### src/rtl/intr_arbiter_ctrl_if.sv
// Bundle between the interrupt arbiter and its CPU side: raw requests, the intr/inta
// handshake, the in-service id/busy flags and the memory-mapped config port.
interface intr_arbiter_ctrl_if #(
  parameter int NSRC = 8,
  parameter int IDW  = 3
);
  logic [NSRC-1:0] irq;
  logic            intr;
  logic            inta;
  logic [IDW-1:0]  irq_id;
  logic            busy;
  logic            cfg_we;
  logic [1:0]      cfg_addr;
  logic [31:0]     cfg_wdata;
  logic [31:0]     cfg_rdata;

  modport master (
    output irq, inta, cfg_we, cfg_addr, cfg_wdata,
    input  intr, irq_id, busy, cfg_rdata
  );

  modport slave (
    input  irq, inta, cfg_we, cfg_addr, cfg_wdata,
    output intr, irq_id, busy, cfg_rdata
  );
endinterface

### src/rtl/intr_arbiter_ctrl.sv
// Edge-capturing, maskable interrupt arbiter feeding the CPU's single intr line.
// Optional macro PRIO_ROTATE_EN switches fixed lowest-index priority to round-robin.
module intr_arbiter_ctrl #(
  parameter int NSRC = 8,
  parameter int IDW  = 3
) (
  input  logic               clk,
  input  logic               clrn,
  intr_arbiter_ctrl_if.slave bus
);

  localparam logic [1:0] ST_IDLE = 2'd0;
  localparam logic [1:0] ST_REQ  = 2'd1;
  localparam logic [1:0] ST_SERV = 2'd2;
  localparam int         PW      = (IDW > 3) ? IDW : 3;
  localparam logic [NSRC-1:0] ONE = 1;

  logic [1:0]      state;
  logic [NSRC-1:0] mask;
  logic [NSRC-1:0] pending;
  logic [NSRC-1:0] irq_d;
  logic            intr_q;
  logic            busy_q;
  logic [IDW-1:0]  irq_id_q;

  logic [NSRC-1:0] req;
  logic [NSRC-1:0] set_vec;
  logic [NSRC-1:0] clr_vec;
  logic [NSRC-1:0] pending_nxt;
  logic [NSRC-1:0] mask_nxt;
  logic [IDW-1:0]  winner;
  logic            found;
  logic            eoi;
  logic            take;
  logic            withdraw;
  logic [31:0]     status;
  logic            unused_wdata;

`ifdef PRIO_ROTATE_EN
  logic [IDW-1:0]  ptr;
`endif

  assign eoi     = bus.cfg_we && (bus.cfg_addr == 2'd3);
  assign take    = (state == ST_REQ) && bus.inta;
  assign req     = pending & mask;
  assign set_vec = bus.irq & ~irq_d;

  // Upper write-data bits have no register behind them.
  assign unused_wdata = ^bus.cfg_wdata;

  always_comb begin
    clr_vec = '0;
    if (bus.cfg_we && (bus.cfg_addr == 2'd1))
      clr_vec = bus.cfg_wdata[NSRC-1:0];
    if (take)
      clr_vec = clr_vec | (ONE << irq_id_q);
  end

  // A new edge outranks any clear landing on the same cycle.
  assign pending_nxt = (pending & ~clr_vec) | set_vec;
  assign mask_nxt    = (bus.cfg_we && (bus.cfg_addr == 2'd0)) ? bus.cfg_wdata[NSRC-1:0] : mask;
  assign withdraw    = ~|(pending_nxt & mask_nxt & (ONE << irq_id_q));

  always_comb begin
    int idx;
    idx    = 0;
    winner = '0;
    found  = 1'b0;
    for (int i = 0; i < NSRC; i++) begin
`ifdef PRIO_ROTATE_EN
      idx = int'(ptr) + i;
      if (idx >= NSRC)
        idx = idx - NSRC;
`else
      idx = i;
`endif
      if (!found && req[idx]) begin
        winner = IDW'(idx);
        found  = 1'b1;
      end
    end
  end

  always_ff @(posedge clk or negedge clrn) begin
    if (!clrn) begin
      state    <= ST_IDLE;
      mask     <= '0;
      pending  <= '0;
      irq_d    <= '0;
      intr_q   <= 1'b0;
      busy_q   <= 1'b0;
      irq_id_q <= '0;
    end else begin
      irq_d   <= bus.irq;
      pending <= pending_nxt;
      mask    <= mask_nxt;
      case (state)
        ST_REQ: begin
          if (take) begin
            intr_q <= 1'b0;
            busy_q <= 1'b1;
            state  <= ST_SERV;
          end else if (withdraw) begin
            intr_q <= 1'b0;
            state  <= ST_IDLE;
          end
        end
        ST_SERV: begin
          if (eoi) begin
            busy_q <= 1'b0;
            state  <= ST_IDLE;
          end
        end
        default: begin
          // Encoding 3 is unreachable and behaves as IDLE.
          if (found) begin
            irq_id_q <= winner;
            intr_q   <= 1'b1;
            state    <= ST_REQ;
          end
        end
      endcase
    end
  end

`ifdef PRIO_ROTATE_EN
  always_ff @(posedge clk or negedge clrn) begin
    if (!clrn)
      ptr <= '0;
    else if (take)
      ptr <= (irq_id_q == IDW'(NSRC - 1)) ? '0 : irq_id_q + IDW'(1);
  end
`endif

  always_comb begin
    status                = '0;
    status[IDW-1:0]       = irq_id_q;
    status[PW+2 -: 2]     = state;
    status[PW+3]          = intr_q;
    status[PW+4]          = busy_q;
`ifdef PRIO_ROTATE_EN
    status[16 +: IDW]     = ptr;
`endif
  end

  always_comb begin
    case (bus.cfg_addr)
      2'd0:    bus.cfg_rdata = 32'(mask);
      2'd1:    bus.cfg_rdata = 32'(pending);
      2'd2:    bus.cfg_rdata = status;
      default: bus.cfg_rdata = '0;
    endcase
  end

  assign bus.intr   = intr_q;
  assign bus.busy   = busy_q;
  assign bus.irq_id = irq_id_q;

endmodule

### src/flat_wrapper.sv
// flat-port wrapper written by rule: the top's interface ports become plain ports
module intr_arbiter_ctrl_flat 
#(
  parameter int NSRC = 8,
  parameter int IDW  = 3
)
  (clk, clrn, bus_irq, bus_inta, bus_cfg_we, bus_cfg_addr, bus_cfg_wdata, bus_intr, bus_irq_id, bus_busy, bus_cfg_rdata);
  intr_arbiter_ctrl_if #(.NSRC(NSRC), .IDW(IDW)) bus_i ();
  input  logic clk;
  input  logic clrn;
  input wire logic [$bits(bus_i.irq)-1:0] bus_irq;
  input wire logic [$bits(bus_i.inta)-1:0] bus_inta;
  input wire logic [$bits(bus_i.cfg_we)-1:0] bus_cfg_we;
  input wire logic [$bits(bus_i.cfg_addr)-1:0] bus_cfg_addr;
  input wire logic [$bits(bus_i.cfg_wdata)-1:0] bus_cfg_wdata;
  output wire logic [$bits(bus_i.intr)-1:0] bus_intr;
  output wire logic [$bits(bus_i.irq_id)-1:0] bus_irq_id;
  output wire logic [$bits(bus_i.busy)-1:0] bus_busy;
  output wire logic [$bits(bus_i.cfg_rdata)-1:0] bus_cfg_rdata;
  assign bus_i.irq = bus_irq;
  assign bus_i.inta = bus_inta;
  assign bus_i.cfg_we = bus_cfg_we;
  assign bus_i.cfg_addr = bus_cfg_addr;
  assign bus_i.cfg_wdata = bus_cfg_wdata;
  assign bus_intr = bus_i.intr;
  assign bus_irq_id = bus_i.irq_id;
  assign bus_busy = bus_i.busy;
  assign bus_cfg_rdata = bus_i.cfg_rdata;
  intr_arbiter_ctrl #(.NSRC(NSRC), .IDW(IDW)) u_core (.clk(clk), .clrn(clrn), .bus(bus_i));
endmodule
### config.mk
export PLATFORM = sky130hd
export DESIGN_NAME = intr_arbiter_ctrl_flat
export DESIGN_NICKNAME = d
export VERILOG_FILES = /design/src/rtl/intr_arbiter_ctrl_if.sv /design/src/rtl/intr_arbiter_ctrl.sv /design/src/flat_wrapper.sv
export SDC_FILE = /design/constraint.sdc
export NUM_CORES = 1
export LEC_CHECK = 0
export CAP_MARGIN = 20
export CORE_AREA = 2 2 62 79
export DETAILED_ROUTE_END_ITERATION = 8
export DIE_AREA = 0 0 64 81
export GPL_ROUTABILITY_DRIVEN = 0
export PLACE_DENSITY = 0.84
export SLEW_MARGIN = 15
export SYNTH_ARGS = -nofsm -noshare
export SYNTH_HDL_FRONTEND = slang
export SYNTH_SLANG_ARGS = --single-unit
export TNS_END_PERCENT = 1
### constraint.sdc
create_clock -name clk -period 6.25 [get_ports clk]
set_input_delay 1.5625 -clock clk [delete_from_list [all_inputs] [get_ports clk]]
set_output_delay 1.5625 -clock clk [all_outputs]
set_load 0.01 [all_outputs]
* Yosys cells after proc, flatten, opt, wreduce, memory -nomap -nowiden
Index checks and enable logic that the tools add are counted.
Widths: inputs -> output; s select.
** Cells by class
- Eq/ne operators :: 8
- Shift operators :: 1
- Multiplexer cells :: 31
- Bitwise operators :: 11
- Reductions and logical operators :: 28
** Operator list (count)
- $and 8x8->8 :: 5
- $mux 8 :: 3
- $pmux 8 s3 :: 1
- $not 8->8 :: 2
- $or 8x8->8 :: 2
- $mux 1 :: 14
- $mux 2 :: 6
- $mux 3 :: 4
- $logic_and 1x1->1 :: 11
- $reduce_and 3->1 :: 3
- $reduce_or 8->1 :: 1
- $shl 1x3->8 const A :: 1
- $logic_not 1->1 :: 7
- $eq 2x2->1 const B :: 3
- $eq 2x1->1 const B :: 2
- $ne 2x1->1 const B :: 2
- $pmux 1 s2 :: 2
- $pmux 2 s2 :: 1
- $reduce_bool 2->1 :: 2
- $ne 3x2->1 const B :: 1
- $reduce_bool 3->1 :: 1
- $logic_not 2->1 :: 1
- $not 1->1 :: 2
- $reduce_and 2->1 :: 1
- $reduce_or 2->1 :: 1
** Storage, ports and cells
- Register bits after elaboration :: 31
- Input bits :: 46
- Output and inout port bits :: 37
- Logic and storage cells :: 86

* Longest topological paths before layout
- Depth after elaboration :: 25
- Gate-level depth with buffers :: 9

* Least setup slack after synthesis
No wires, ideal clock.
- Path kind :: input port to output port
- From :: input port bus_cfg_addr[0]
- To :: output port bus_cfg_rdata[0]
- Arrival :: 2.372 ns
- Path slack :: 2.316 ns
- Cell stages on the path :: 4
- Buffers on the path :: 1
- Path through :: buf_1 nor2b_1 nand2_1 o21ai_1
** Between the ends
- Word-level cells in the longest chain between the ends :: 2
** Ends and longest elaborated chain
- start: declaration :: line flat_wrapper.sv:14 : input wire logic [$bits(bus_i.cfg_addr)-1:0] bus_cfg_addr;
- $eq 2x2->1 (tied with other cells) :: line intr_arbiter_ctrl.sv:147 : case (bus.cfg_addr)
- $pmux 8 s3 * :: line intr_arbiter_ctrl.sv:147
- end: declaration :: line flat_wrapper.sv:19 : output wire logic [$bits(bus_i.cfg_rdata)-1:0] bus_cfg_rdata;
Every way passes the cells marked *; elsewhere a longest branch is shown, timed or not.

* Worst setup path in the final report
- From :: input port bus_cfg_addr[1]
- To :: output port bus_cfg_rdata[0]
The elaborated chain is that of the path after synthesis.

==> flow_metrics.py <==
metrics = {
    "layout": {
        "area_growth_pct": 19.2,
        "drive_gt1_share_pct": 10.1,
        "fin_util_pct": 52.7,
        "nets": 284,
        "fin_cells": 297,
        "fillerInstances": 407,
        "final_area_um2": 2380,
        "diodes": 0,
    },
    "worst_setup_path": {
        "slowest_delay_ns": 0.75,
        "critPathLaunchType": "input pin",
        "r2r_setup_slack_ns": 3.76,
        "r2r-end": "u_core.state[1]",
        "cp_top_family": "buffers and inverters",
        "crit_required_ns": 4.69,
        "cp_num_buf_inv": 2,
        "path_cells": "clkdlybuf4s50_1 -> nor2b_1 -> nand2_1 -> o21ai_1 -> clkdlybuf4s50_1",
        "cpMostUsedCell": "clkdlybuf4s50_1",
        "cpMaxStageDelayCell": "clkdlybuf4s50_1",
        "crit_path_max_fanout": 13,
        "worstReg2RegStart": "u_core.bus.irq_id[0]",
        "r2r_cells": 6,
        "crit_arrival_ns": 3.56,
        "end_kind": "output pin",
        "crit_type": "input pin to output pin",
    },
    "clocking": {
        "cts_tree": "done",
        "ctsHoldBuffers": 0,
        "clk_pin_slew_ns": 0.06,
        "cts-htree-levels": 2,
        "clk_latency_ns": 0.29,
        "cts_root_buffer": "clkbuf_8",
        "post_cts_resized": 0,
        "clockBufferDepth": 2,
        "cts_sinks": 31,
        "cts_made_buffers": 5,
        "post_cts_buffers": 0,
    },
    "route": {
        "vias": 1527,
        "drtIter0Drc": 108,
        "wl_mm": 4.19,
        "viasPerCell": 5.14,
        "final_antenna_net_count": 0,
        "wl_per_cell_um": 14.1,
        "drc": 0,
        "dr.pass1.iters": 4,
    },
    "timing": {
        "final-hold-violation-count": 0,
        "finalCritPeriodShare_pct": 82.0,
        "fin_crit_ns": 5.12,
        "relSlewSlack_pct": 41.6,
        "holdWs_ns": 0.448,
        "setup-violations-final": 0,
        "rsz0062_at_grt": "no",
        "postLayoutSetupSlackWorst_ns": 1.13,
        "fin_setup_tns_ns": 0,
        "fmax_mhz": 195,
        "slew_viol_final": 0,
        "skew_ns": 0.00824,
        "worst_pin_slew_ns": 0.872,
    },
    "logic_synthesis": {
        "netlist_top_cells_count": "dfrtp_1 (31), buf_4 (24), inv_1 (21)",
        "synth_area_um2": 2000,
        "async_reset_ff_share_pct": 100,
        "synth_edf_count": 0,
        "synth.distinct_cells": 40,
        "yosysTopAreaCell": "dfrtp_1",
        "yosysWarnings": 0,
        "postSynthAreaPerCell_um2": 10.0,
        "synth_top_area_share_pct": 38.8,
        "synth.area.top_cells": "dfrtp_1 (39%), buf_4 (9.0%), mux2i_1 (7.0%)",
        "ys_ff_latch": 31,
        "yosysMostFrequentCell": "dfrtp_1",
        "syn_inst": 199,
        "synthFlopType": "dfrtp_1",
        "synth_seq_area_share_pct": 38.8,
    },
    "hold_path": {
        "hold_path_end": "u_core.pending[3]",
        "min_path_type": "flip-flop to flip-flop",
        "hp-start": "u_core.irq_d[3]",
        "min_path_cells": 1,
    },
    "global_routing": {
        "gr-total-overflow": 0,
        "grt_max_degree": 32,
        "antenna_found_initial": 0,
        "grt_pass1_vias": 1528,
        "grt_first_pass_wirelength_mm": 7.00,
        "track_usage_pct": 17.5,
    },
    "power": {
        "ir_drop_v": 0.000127,
        "p_per_area_nw_per_um2": 365,
        "power_uw": 868,
        "p_leak_nw": 1.01,
    },
    "outcome": {
        "status": "finished, final reports clean",
    },
    "placement": {
        "dpl.hpwl_mm": 3.28,
        "portBuffers": 34,
        "place_area_um2": 2300,
        "dpl.cell_count": 289,
        "pre_cts_ws_ns": 1.09,
    },
    "floorplanning": {
        "die_h_um": 81,
        "die_w_um": 64,
        "die_area_um2": 5180,
        "core-area_um2": 4520,
        "rows": 28,
        "ios": 83,
        "start_util_pct": 44.2,
    },
    "flow_run": {
        "drv_cap": 0,
    },
}
[cell usage in the layout, fill, tap and decap left out, types with 2 or more instances in the layout]
master | synthesis | routed
clkdlybuf4s50_1 | 0 | 34
dfrtp_1 | 31 | 31
conb_1 | 1 | 24
inv_1 | 21 | 21
nand2_1 | 18 | 18
mux2i_1 | 14 | 14
a21oi_1 | 10 | 10
nand2b_1 | 9 | 9
o21ai_1 | 9 | 9
nor2_1 | 7 | 7
o221ai_1 | 7 | 7
a2111oi_4 | 5 | 5
clkbuf_8 | 0 | 5
a22oi_1 | 4 | 4
nand3b_1 | 3 | 3
nand3_1 | 3 | 3
a32oi_1 | 3 | 3
mux2_4 | 2 | 2
nor3b_1 | 2 | 2
a2111oi_2 | 2 | 2
a31oi_1 | 2 | 2
ha_1 | 2 | 2
clkbuf_1 | 1 | 2
buf_4 | 24 | 2
[kinds of logic after synthesis]
kind of cell	after synthesis	synth area share (%)
buf+inv	51	14.9
mux	17	9.08
flops	31	38.8
simple gates	48	13.0
compound gates	49	22.7
fa+ha+maj	2	1.25
other cells	1	0.188
[power breakdown]
| part | switching, mW | internal (mW) | leakage [nW] | total (mW) |
|---|---|---|---|---|
| combinational | 0.208 | 0.185 | 0.623 | 0.392 |
| clock | 0.0734 | 0.0780 | 0.0422 | 0.151 |
| sequential | 0.0746 | 0.250 | 0.349 | 0.324 |
[layer usage]
metal	vias to the layer above	GRT usage [%]	share of wire, %
li1	729	-	-
met1	736	20.2	41
met2	52	31.7	52
met3	10	2.63	4.5
met4	0	8.70	2.4
met5	-	0	0
[layout make-up]
type	count	area, µm²	share of cell area (%)
multi-input combinational	140	1010	42.5
sequential	31	776	32.6
timing repair buffer	36	355	14.9
inverter	22	82.6	3.47
clock buffer	7	76.3	3.21
tap	60	75.1	3.15
clock inverter	1	5.00	0.210
[sequential cells by signal, indices dropped and copies added (netlist names)]
register,flops
u_core.irq_d,8
u_core.mask,8
u_core.state,2
u_core.bus.intr,1
u_core.bus.busy,1
u_core.pending,8
u_core.bus.irq_id,3
[worst max path at each step]
stage	cells past startpoint	slack [ns]	from	to
2_1_floorplan	4	2.32	bus_cfg_addr[0]	bus_cfg_rdata[0]
3_3_place_gp	5	1.11	bus_cfg_addr[1]	bus_cfg_rdata[4]
3_5_place_dp	5	1.09	bus_cfg_addr[1]	bus_cfg_rdata[4]
4_1_cts	5	1.09	bus_cfg_addr[1]	bus_cfg_rdata[0]
5_1_grt	5	0.96	bus_cfg_addr[1]	bus_cfg_rdata[4]
6_report	5	1.13	bus_cfg_addr[1]	bus_cfg_rdata[0]
Power figures use the tool's default switching activity.
